## config.mk

```make
export PLATFORM = sky130hd
export DESIGN_NAME = regfile_wb_arbiter_flat
export DESIGN_NICKNAME = d
export VERILOG_FILES = /design/src/rtl/regfile_pkg.sv /design/src/rtl/regfile_wb_arbiter_if.sv /design/src/rtl/rr_arbiter.sv /design/src/rtl/regfile_wb_arbiter.sv /design/src/flat_wrapper.sv
export SDC_FILE = /design/constraint.sdc
export NUM_CORES = 1
export LEC_CHECK = 0
export ABC_AREA = 1
export BUFFER_PORTS_ARGS = -buffer_cell sky130_fd_sc_hd__buf_2
export CORE_ASPECT_RATIO = 1.4
export CORE_MARGIN = 1.5
export CORE_UTILIZATION = 30
export DETAILED_ROUTE_END_ITERATION = 8
export GPL_TIMING_DRIVEN = 0
export PLACE_DENSITY = 0.71
export SLEW_MARGIN = 0
export SYNTH_ARGS = -nofsm -noshare
export SYNTH_HDL_FRONTEND = slang
export SYNTH_HIERARCHICAL = 1
export SYNTH_SLANG_ARGS = --single-unit
```

## constraint.sdc

```tcl
create_clock -name clk -period 2.9 [get_ports clk]
set_input_delay 0.58 -clock clk [delete_from_list [all_inputs] [get_ports clk]]
set_output_delay 0.58 -clock clk [all_outputs]
set_load 0.05 [all_outputs]
```

## src/rtl/regfile_pkg.sv

```systemverilog
`default_nettype none
// ============================================================================
//  Module      : regfile_pkg
//  Description : Shared register-file types and constants. Used by the
//                writeback arbiter and, later, the memory-port arbiter.
//  Contents    : XLEN / REG_AW / NREG widths, ZERO_REG address, reg_adr_t
//                and xlen_t typedefs, is_zero_reg() helper.
//  Revision    : 1.0 - initial release
// ============================================================================
package regfile_pkg;

    localparam int XLEN   = 32;
    localparam int REG_AW = 5;
    localparam int NREG   = 32;

    typedef logic [REG_AW-1:0] reg_adr_t;
    typedef logic [XLEN-1:0]   xlen_t;

    localparam reg_adr_t ZERO_REG = 5'd0;

    // x0 is hardwired to zero, so writes to it must never be enabled.
    function automatic logic is_zero_reg(input reg_adr_t adr);
        return (adr == ZERO_REG);
    endfunction

endpackage
`default_nettype wire

```

## src/rtl/regfile_wb_arbiter_if.sv

```systemverilog
`default_nettype none
// ============================================================================
//  Module      : regfile_wb_arbiter_if
//  Description : Writeback-requester bus plus register-file write port.
//  Signals     : req/req_adr/req_wd - per-requester request, destination,
//                                     data (requester side drives)
//                gnt                - one-hot grant (arbiter drives)
//                wa/wd/en           - registered register-file write port
//                ptr                - round-robin priority pointer (debug)
//  Modports    : master - requesters + register-file side
//                slave  - the arbiter
//  Revision    : 1.0 - initial release
// ============================================================================
interface regfile_wb_arbiter_if
    import regfile_pkg::*;
#(
    parameter int NREQ = 3
) ();

    logic     [NREQ-1:0]          req;
    reg_adr_t [NREQ-1:0]          req_adr;
    xlen_t    [NREQ-1:0]          req_wd;
    logic     [NREQ-1:0]          gnt;
    reg_adr_t                     wa;
    xlen_t                        wd;
    logic                         en;
    logic     [$clog2(NREQ)-1:0]  ptr;

    modport master (
        output req, req_adr, req_wd,
        input  gnt, wa, wd, en, ptr
    );

    modport slave (
        input  req, req_adr, req_wd,
        output gnt, wa, wd, en, ptr
    );

endinterface
`default_nettype wire

```

## src/rtl/rr_arbiter.sv

```systemverilog
`default_nettype none
// ============================================================================
//  Module      : rr_arbiter
//  Description : Round-robin arbiter. The grant is combinational from the
//                requests and the priority pointer. The pointer moves to
//                one past the winner on every transfer.
//  Ports       : clk    - clock
//                rst_n  - asynchronous active-low reset
//                req_i  - request vector
//                gnt_o  - one-hot grant (zero while in reset)
//                xfer_o - a transfer happens at the next rising edge
//                win_o  - index of the granted requester
//                ptr_o  - current priority pointer
//  Revision    : 1.0 - initial release
// ============================================================================
module rr_arbiter #(
    parameter int N = 3
) (
    input  logic                  clk,
    input  logic                  rst_n,
    input  logic [N-1:0]          req_i,
    output logic [N-1:0]          gnt_o,
    output logic                  xfer_o,
    output logic [$clog2(N)-1:0]  win_o,
    output logic [$clog2(N)-1:0]  ptr_o
);

    localparam int PW = $clog2(N);

    logic [PW-1:0] ptr_q, ptr_d;
    logic [PW:0]   sum;
    logic [PW-1:0] idx;
    logic [N-1:0]  gnt_raw;
    logic          found;

    // Search PTR, PTR+1, ... with wrap at N; the first requester seen wins.
    always_comb begin
        gnt_raw = '0;
        found   = 1'b0;
        win_o   = '0;
        sum     = '0;
        idx     = '0;
        for (int k = 0; k < N; k++) begin
            sum = {1'b0, ptr_q} + (PW+1)'(k);
            idx = (sum >= (PW+1)'(N)) ? PW'(sum - (PW+1)'(N)) : PW'(sum);
            if (!found && req_i[idx]) begin
                found        = 1'b1;
                gnt_raw[idx] = 1'b1;
                win_o        = idx;
            end
        end
    end

    // The flops are held by the async reset, so only the visible grant needs
    // masking while reset is asserted.
    assign gnt_o  = rst_n ? gnt_raw : '0;
    assign xfer_o = found;
    assign ptr_o  = ptr_q;

    always_comb begin
        ptr_d = ptr_q;
        if (found) begin
            ptr_d = (win_o == PW'(N-1)) ? '0 : win_o + 1'b1;
        end
    end

    always_ff @(posedge clk or negedge rst_n) begin
        if (!rst_n) begin
            ptr_q <= '0;
        end else begin
            ptr_q <= ptr_d;
        end
    end

endmodule
`default_nettype wire

```

## src/rtl/regfile_wb_arbiter.sv

```systemverilog
`default_nettype none
// ============================================================================
//  Module      : regfile_wb_arbiter
//  Description : Shares the register file's single write port among NREQ
//                writeback requesters. Grants are round-robin, and the
//                winning write is registered before it reaches the register
//                file. Writes to x0 are consumed but never enabled.
//  Ports       : clk   - clock
//                rst_n - asynchronous active-low reset
//                bus   - requester bus and register-file write port (slave)
//  Revision    : 1.0 - initial release
// ============================================================================
module regfile_wb_arbiter
    import regfile_pkg::*;
#(
    parameter int NREQ = 3
) (
    input  logic                      clk,
    input  logic                      rst_n,
    regfile_wb_arbiter_if.slave       bus
);

    localparam int PW = $clog2(NREQ);

    logic [NREQ-1:0] gnt;
    logic            xfer;
    logic [PW-1:0]   win;
    logic [PW-1:0]   ptr;

    reg_adr_t wa_q, wa_d;
    xlen_t    wd_q, wd_d;
    logic     en_q, en_d;

    rr_arbiter #(
        .N (NREQ)
    ) u_rr_arbiter (
        .clk    (clk),
        .rst_n  (rst_n),
        .req_i  (bus.req),
        .gnt_o  (gnt),
        .xfer_o (xfer),
        .win_o  (win),
        .ptr_o  (ptr)
    );

    // Without a transfer WA/WD keep their last values; only EN drops.
    always_comb begin
        wa_d = wa_q;
        wd_d = wd_q;
        en_d = 1'b0;
        if (xfer) begin
            wa_d = bus.req_adr[win];
            wd_d = bus.req_wd[win];
            en_d = !is_zero_reg(bus.req_adr[win]);
        end
    end

    always_ff @(posedge clk or negedge rst_n) begin
        if (!rst_n) begin
            wa_q <= '0;
            wd_q <= '0;
            en_q <= 1'b0;
        end else begin
            wa_q <= wa_d;
            wd_q <= wd_d;
            en_q <= en_d;
        end
    end

    assign bus.gnt = gnt;
    assign bus.wa  = wa_q;
    assign bus.wd  = wd_q;
    assign bus.en  = en_q;
    assign bus.ptr = ptr;

endmodule
`default_nettype wire

```

## src/flat_wrapper.sv

```systemverilog
// flat-port wrapper written by rule: the top's interface ports become plain ports
module regfile_wb_arbiter_flat import regfile_pkg::*;
#(
    parameter int NREQ = 3
)
  (clk, rst_n, bus_req, bus_req_adr, bus_req_wd, bus_gnt, bus_wa, bus_wd, bus_en, bus_ptr);
  regfile_wb_arbiter_if #(.NREQ(NREQ)) bus_i ();
  input  logic clk;
  input  logic rst_n;
  input wire logic [$bits(bus_i.req)-1:0] bus_req;
  input wire logic [$bits(bus_i.req_adr)-1:0] bus_req_adr;
  input wire logic [$bits(bus_i.req_wd)-1:0] bus_req_wd;
  output wire logic [$bits(bus_i.gnt)-1:0] bus_gnt;
  output wire logic [$bits(bus_i.wa)-1:0] bus_wa;
  output wire logic [$bits(bus_i.wd)-1:0] bus_wd;
  output wire logic [$bits(bus_i.en)-1:0] bus_en;
  output wire logic [$bits(bus_i.ptr)-1:0] bus_ptr;
  assign bus_i.req = bus_req;
  assign bus_i.req_adr = bus_req_adr;
  assign bus_i.req_wd = bus_req_wd;
  assign bus_gnt = bus_i.gnt;
  assign bus_wa = bus_i.wa;
  assign bus_wd = bus_i.wd;
  assign bus_en = bus_i.en;
  assign bus_ptr = bus_i.ptr;
  regfile_wb_arbiter #(.NREQ(NREQ)) u_core (.clk(clk), .rst_n(rst_n), .bus(bus_i));
endmodule
```

# == After elaboration in Yosys (flattened, before gate mapping) ==
# Index checks and enable logic that the tools add are counted.
# totals
reg_bits,40
latch_bits,0
ramBits,0
mem_bits_ro,0
input_bits,116
output_inout_bits,43
memories,0
# classes
add_sub_neg,6
multipliers,0
div_mod_pow,0
magnitude_cmp,10
n_eq_ne,1
n_shift,0
muxes,31
bitwise,2
reduce_logical,9
# ops
cell,n
$bmux W32 S2,1
$mux W32,1
$mux W2,7
$lt A2 B3 Y1 const B,4
$mux W3,4
$bmux W5 S2,1
$mux W1,10
$bmux W1 S2,3
$demux W1 S2,3
$ge A2 B1 Y1 const B,3
$ge A3 B2 Y1 const B,2
$or A3 B3 Y3,2
$sub A2 B2 Y2 const B,3
$logic_and A1 B1 Y1,5
$logic_not A5 Y1,1
$mux W5,1
$add A2 B1 Y3 const B,1
$add A2 B2 Y3 const B,1
$logic_not A1 Y1,3
$add A2 B1 Y2 const B,1
$eq A2 B2 Y1 const B,1
$ge A2 B2 Y1 const B,1

# == Logic depth before layout (Yosys ltp) ==
# logic_depth
depth_word,16
ltp_mapped,18
ltp_nobuf,18

# == Modules after synthesis ==
# The synthesis kept the hierarchy.
# modules_own_cells
mod,n_inst,cells_per_inst,area_each_um2
regfile_wb_arbiter,1,305,2159.6
rr_arbiter,1,66,395.4

# == Worst setup path before layout ==
# Ideal clock, no wire load.
# synth_path
kind,register to output
from,"register u_core.u_rr_arbiter.ptr_q[0], in the netlist u_core/u_rr_arbiter/ptr_o[0]"
to,output port bus_gnt[2]
arrival_ns,2.416
required_time_ns,2.320
setup_slack_ns,-0.096
stages_incl_launch_ff,9
n_path_buf,0
path_cell_list,dfrtp_1 inv_1 ha_1 inv_2 nand2_1 nand3_1 nand2_1 nand4_1 a21oi_1
# synth_via
elab_chain_cells,12
elab_cells_between_ends,44
# synth_lines
item,line,source
start: declaration,rr_arbiter.sv:30,"logic [PW-1:0] ptr_q, ptr_d;"
start signal: assignment,rr_arbiter.sv:71,ptr_q <= ptr_d;
"$add A2 B1 Y3, or another cell as far along",rr_arbiter.sv:44,"sum = {1'b0, ptr_q} + (PW+1)'(k);"
"$ge A3 B2 Y1, or another cell as far along",rr_arbiter.sv:45,idx = (sum >= (PW+1)'(N)) ? PW'(sum - (PW+1)'(N)) : PW'(sum);
"$mux W2, or another cell as far along",rr_arbiter.sv:45,
"$lt A2 B3 Y1 (implied by the code), or another cell as far along",rr_arbiter.sv:48,gnt_raw[idx] = 1'b1;
"$logic_and A1 B1 Y1 (implied by the code), or another cell as far along",rr_arbiter.sv:48,
"$mux W1 (implied by the code), or another cell as far along",rr_arbiter.sv:48,
"$demux W1 S2, or another cell as far along",rr_arbiter.sv:48,
$or A3 B3 Y3 (no line) or $mux W1 (tied branches),n/a,
$mux W3 or $logic_not A1 Y1 (tied branches),rr_arbiter.sv:46,if (!found && req_i[idx]) begin
$or A3 B3 Y3 (no line) or $logic_and A1 B1 Y1 (tied branches),n/a,
$mux W3 (*),rr_arbiter.sv:46,
$mux W3 (*),rr_arbiter.sv:56,assign gnt_o = rst_n ? gnt_raw : '0;
end: declaration,flat_wrapper.sv:13,output wire logic [$bits(bus_i.gnt)-1:0] bus_gnt;
# Every way passes the cells marked *; elsewhere a longest branch is shown, timed or not. The select of a mux whose other input is x is not followed.

# == Worst setup path after layout ==
# layout_path
from,"register u_core.u_rr_arbiter.ptr_q[0], in the netlist u_core/u_rr_arbiter/ptr_o[0]"
to,output port bus_gnt[1]
# The elaborated chain is that of the path after synthesis.

==> results.yml <==
cts:
  cts.path.max_buffers: 2
  cts_tree: "built"
  root_buffer: "clkbuf_16"
  clock_latency_ns: 0.28
  cts_resized: 0
  clk_pin_slew_worst_paths_ns: 0.06
  cts_buffers: 5
  postCtsHoldBufs: 0
  cts_num_sinks: 40
  cts_setup_buffers: 0
  ctsHtreeMaxLevel: 2
logic_synthesis:
  syn_area_per_cell_um2: 6.887
  synth_area_um2: 2555
  ys_seq_area_share_pct: 39.18
  ys_warn_count: 6
  synth_edf_count: 0
  syn_inst: 371
  ys_async_sr_fraction_pct: 100.0
  ys_ff_latch: 40
  yosysUniqueCellTypes: 25
  synth.net_count: 491
  synth_flop_cell: "dfrtp_1"
drt:
  wire_per_inst_um: 12.99
  routed_via_density: 4.737
  drt-initial-drc-count: 123
  drt_pass1_iterations: 4
  postRouteAntennaNets: 0
  drt_wl_total_um: 8289
  vias: 3022
  drcViolationCount: 0
placed_design:
  place.gp.congestion: 0.8351
  dp_hpwl_um: 6477
  numPortBuffers: 158
critical_path:
  worst-r2r-setup-slack_ns: 0.29
  cp.required_ns: 2.32
  cp_max_fo: 7
  critPathCaptureType: "output port"
  worstSetupPathType: "reg -> out"
  reg2reg_from: "u_core/u_rr_arbiter/ptr_o[0]$_DFFE_PN0P_"
  crit_start: "u_core/u_rr_arbiter/ptr_o[0]$_DFFE_PN0P_"
  endpoint: "bus_gnt[1]"
  cp.arrival_ns: 2.15
  rr_worst_depth: 17
  r2r-end: "u_core/bus.en$_DFF_PN0_"
  cp-start-kind: "register"
global_route:
  grt_overflow: 0
  track_usage_pct: 18.75
  grt_pass1_wl_um: 13410
  grt_antenna_before_repair: 1
  grt_pass1_vias: 2976
  grt_max_degree: 42
sta:
  rsz0062_at_grt: "false"
  tightest_slew_ns: 0.9341
  max_slew_margin_pct: 37.73
  fin_hold_ws_ns: 0.4287
  max_freq_mhz: 366.6
  fin_crit_sh_pct: 94.05
  drv_slew: 0
  hold_viol: 0
  final.setup.tns_ns: 0
  layout_min_cycle_time_ns: 2.728
  setup_viol: 0
  final.setup_skew_ns: 0.008387
die:
  core_area_um2: 8198
  die_width_um: 81.00
  ios: 159
  start_util_pct: 31.17
  dieArea_um2: 9087
  die_y_um: 112.2
  rows: 39
status:
  status: "finished clean"
worst_hold_path:
  hold_path.class: "in -> async"
layout:
  drive_above_1_share_pct: 35.26
  antenna_cells: 0
  syn_to_final_growth_pct: 41.92
  nNetsFinal: 656
job:
  maxCapViolCount: 0
-- how the worst min path moves through the flow --
stage	to	slack (ns)	cells past startpoint	from
4_1_cts	u_core/bus.wd[8]$_DFFE_PN0P_	0.47	1	rst_n
3_3_place_gp	u_core/bus.wa[1]$_DFFE_PN0P_	0.51	2	u_core/bus.wa[1]$_DFFE_PN0P_
5_1_grt	u_core/bus.wd[8]$_DFFE_PN0P_	0.52	1	rst_n
2_1_floorplan	u_core/bus.en$_DFF_PN0_	0.28	0	rst_n
6_report	u_core/bus.wd[8]$_DFFE_PN0P_	0.43	1	rst_n
3_5_place_dp	u_core/bus.wd[13]$_DFFE_PN0P_	0.53	2	u_core/bus.wd[13]$_DFFE_PN0P_
-- per-layer routing --
metal	vias to the layer above	share of wire, %	track usage (%)
met5	-	0.16	0
met4	2	0.83	4.368
met3	7	6.4	3.740
met2	117	52	34.94
met1	1348	40	21.29
li1	1548	-	-
-- through the flow --
stage,cells,utilization [%],instance area [µm²],setup slack [ns]
6_report,638,44.23,3626,0.1724
4_1_cts,638,44.11,3616,0.1072
3_5_place_dp,631,42.48,3482,0.2231
5_1_grt,638,44.23,3626,0.0004954
2_1_floorplan,371,-,2564,0.1847
3_3_place_gp,631,42.48,3482,0.2435
-- placed cells by master (no fill, tap or decap) --
cell       Yosys  routed
nand3_1       14      14
a31oi_1       38      38
buf_4          1       1
o21ai_2        1       1
ha_1           4       3
a21oi_1        4       3
clkbuf_4       0       3
dfrtp_1       40      40
o211ai_1       1       1
clkinv_1       1       1
clkbuf_16      0       5
clkinv_2       0       1
nand4_1        2       2
nand3_2        1       1
ha_2           0       1
nor2_2         0       2
o21ai_1       12      13
buf_2          1     156
nand2_1       69      69
nand2_4        1       1
inv_1         19      19
o21a_1         1       1
buf_1          6       6
nor2_4         2       2
nor2_1       106     104
a21oi_2        0       1
inv_2          4       4
clkbuf_1       7       8
o21ai_0       26      25
nand2_2        3       3
buf_6          7       7
-- worst max-delay path, cell delays in order, from the launching register on --
cell      delay, ns
dfrtp_1        0.41
inv_1          0.09
ha_2           0.40
inv_2          0.07
nand2_1        0.07
nand3_1        0.09
nand2_1        0.15
nand2_2        0.08
nor2_4         0.11
a21oi_1        0.09
nor2_2         0.07
clkbuf_4       0.23
-- cell usage after synthesis (2+ instances only) --
| master | count | share of area (%) |
|---|---|---|
| nand3_1 | 14 | 2.7 |
| nor2_4 | 2 | 0.88 |
| dfrtp_1 | 40 | 39 |
| nor2_1 | 106 | 16 |
| nand2_1 | 69 | 10 |
| nand2_2 | 3 | 0.73 |
| buf_6 | 7 | 3.1 |
| ha_1 | 4 | 2.0 |
| a21oi_1 | 4 | 0.78 |
| clkbuf_1 | 7 | 1.0 |
| inv_2 | 4 | 0.59 |
| inv_1 | 19 | 2.8 |
| a31oi_1 | 38 | 9.3 |
| o21ai_1 | 12 | 2.4 |
| o21ai_0 | 26 | 5.1 |
| nand4_1 | 2 | 0.49 |
| buf_1 | 6 | 0.88 |
-- kinds of logic (layout without fill, tap and decap cells) --
kind of cell | Yosys count | in the layout | synth area share (%)
AO/OA/AOI/OAI | 83 | 83 | 18.46
adder cells (fa/ha/maj) | 4 | 4 | 1.959
AND/OR/NAND/NOR | 198 | 198 | 31.39
buffers and inverters | 46 | 211 | 9.011
flip-flops | 40 | 40 | 39.18
-- final cells by class --
class / count / area (µm²)
fill: 882 / 4572
multi-input combinational: 285 / 1335
sequential: 40 / 1001
timing repair buffer: 158 / 798.3
buffer: 22 / 140.1
clock buffer: 6 / 128.9
tap: 102 / 127.6
inverter: 24 / 90.09
clock inverter: 1 / 5.005
-- flip-flops by register name, indices dropped and copies added, names as in the netlist --
name,cells
u_core/bus.en,1
u_core/u_rr_arbiter/ptr_o,2
u_core/bus.wa,5
u_core/bus.wd,32
Power is not shown: default switching activity piles up to over one toggle a cycle in this logic, so the estimate is an artifact.
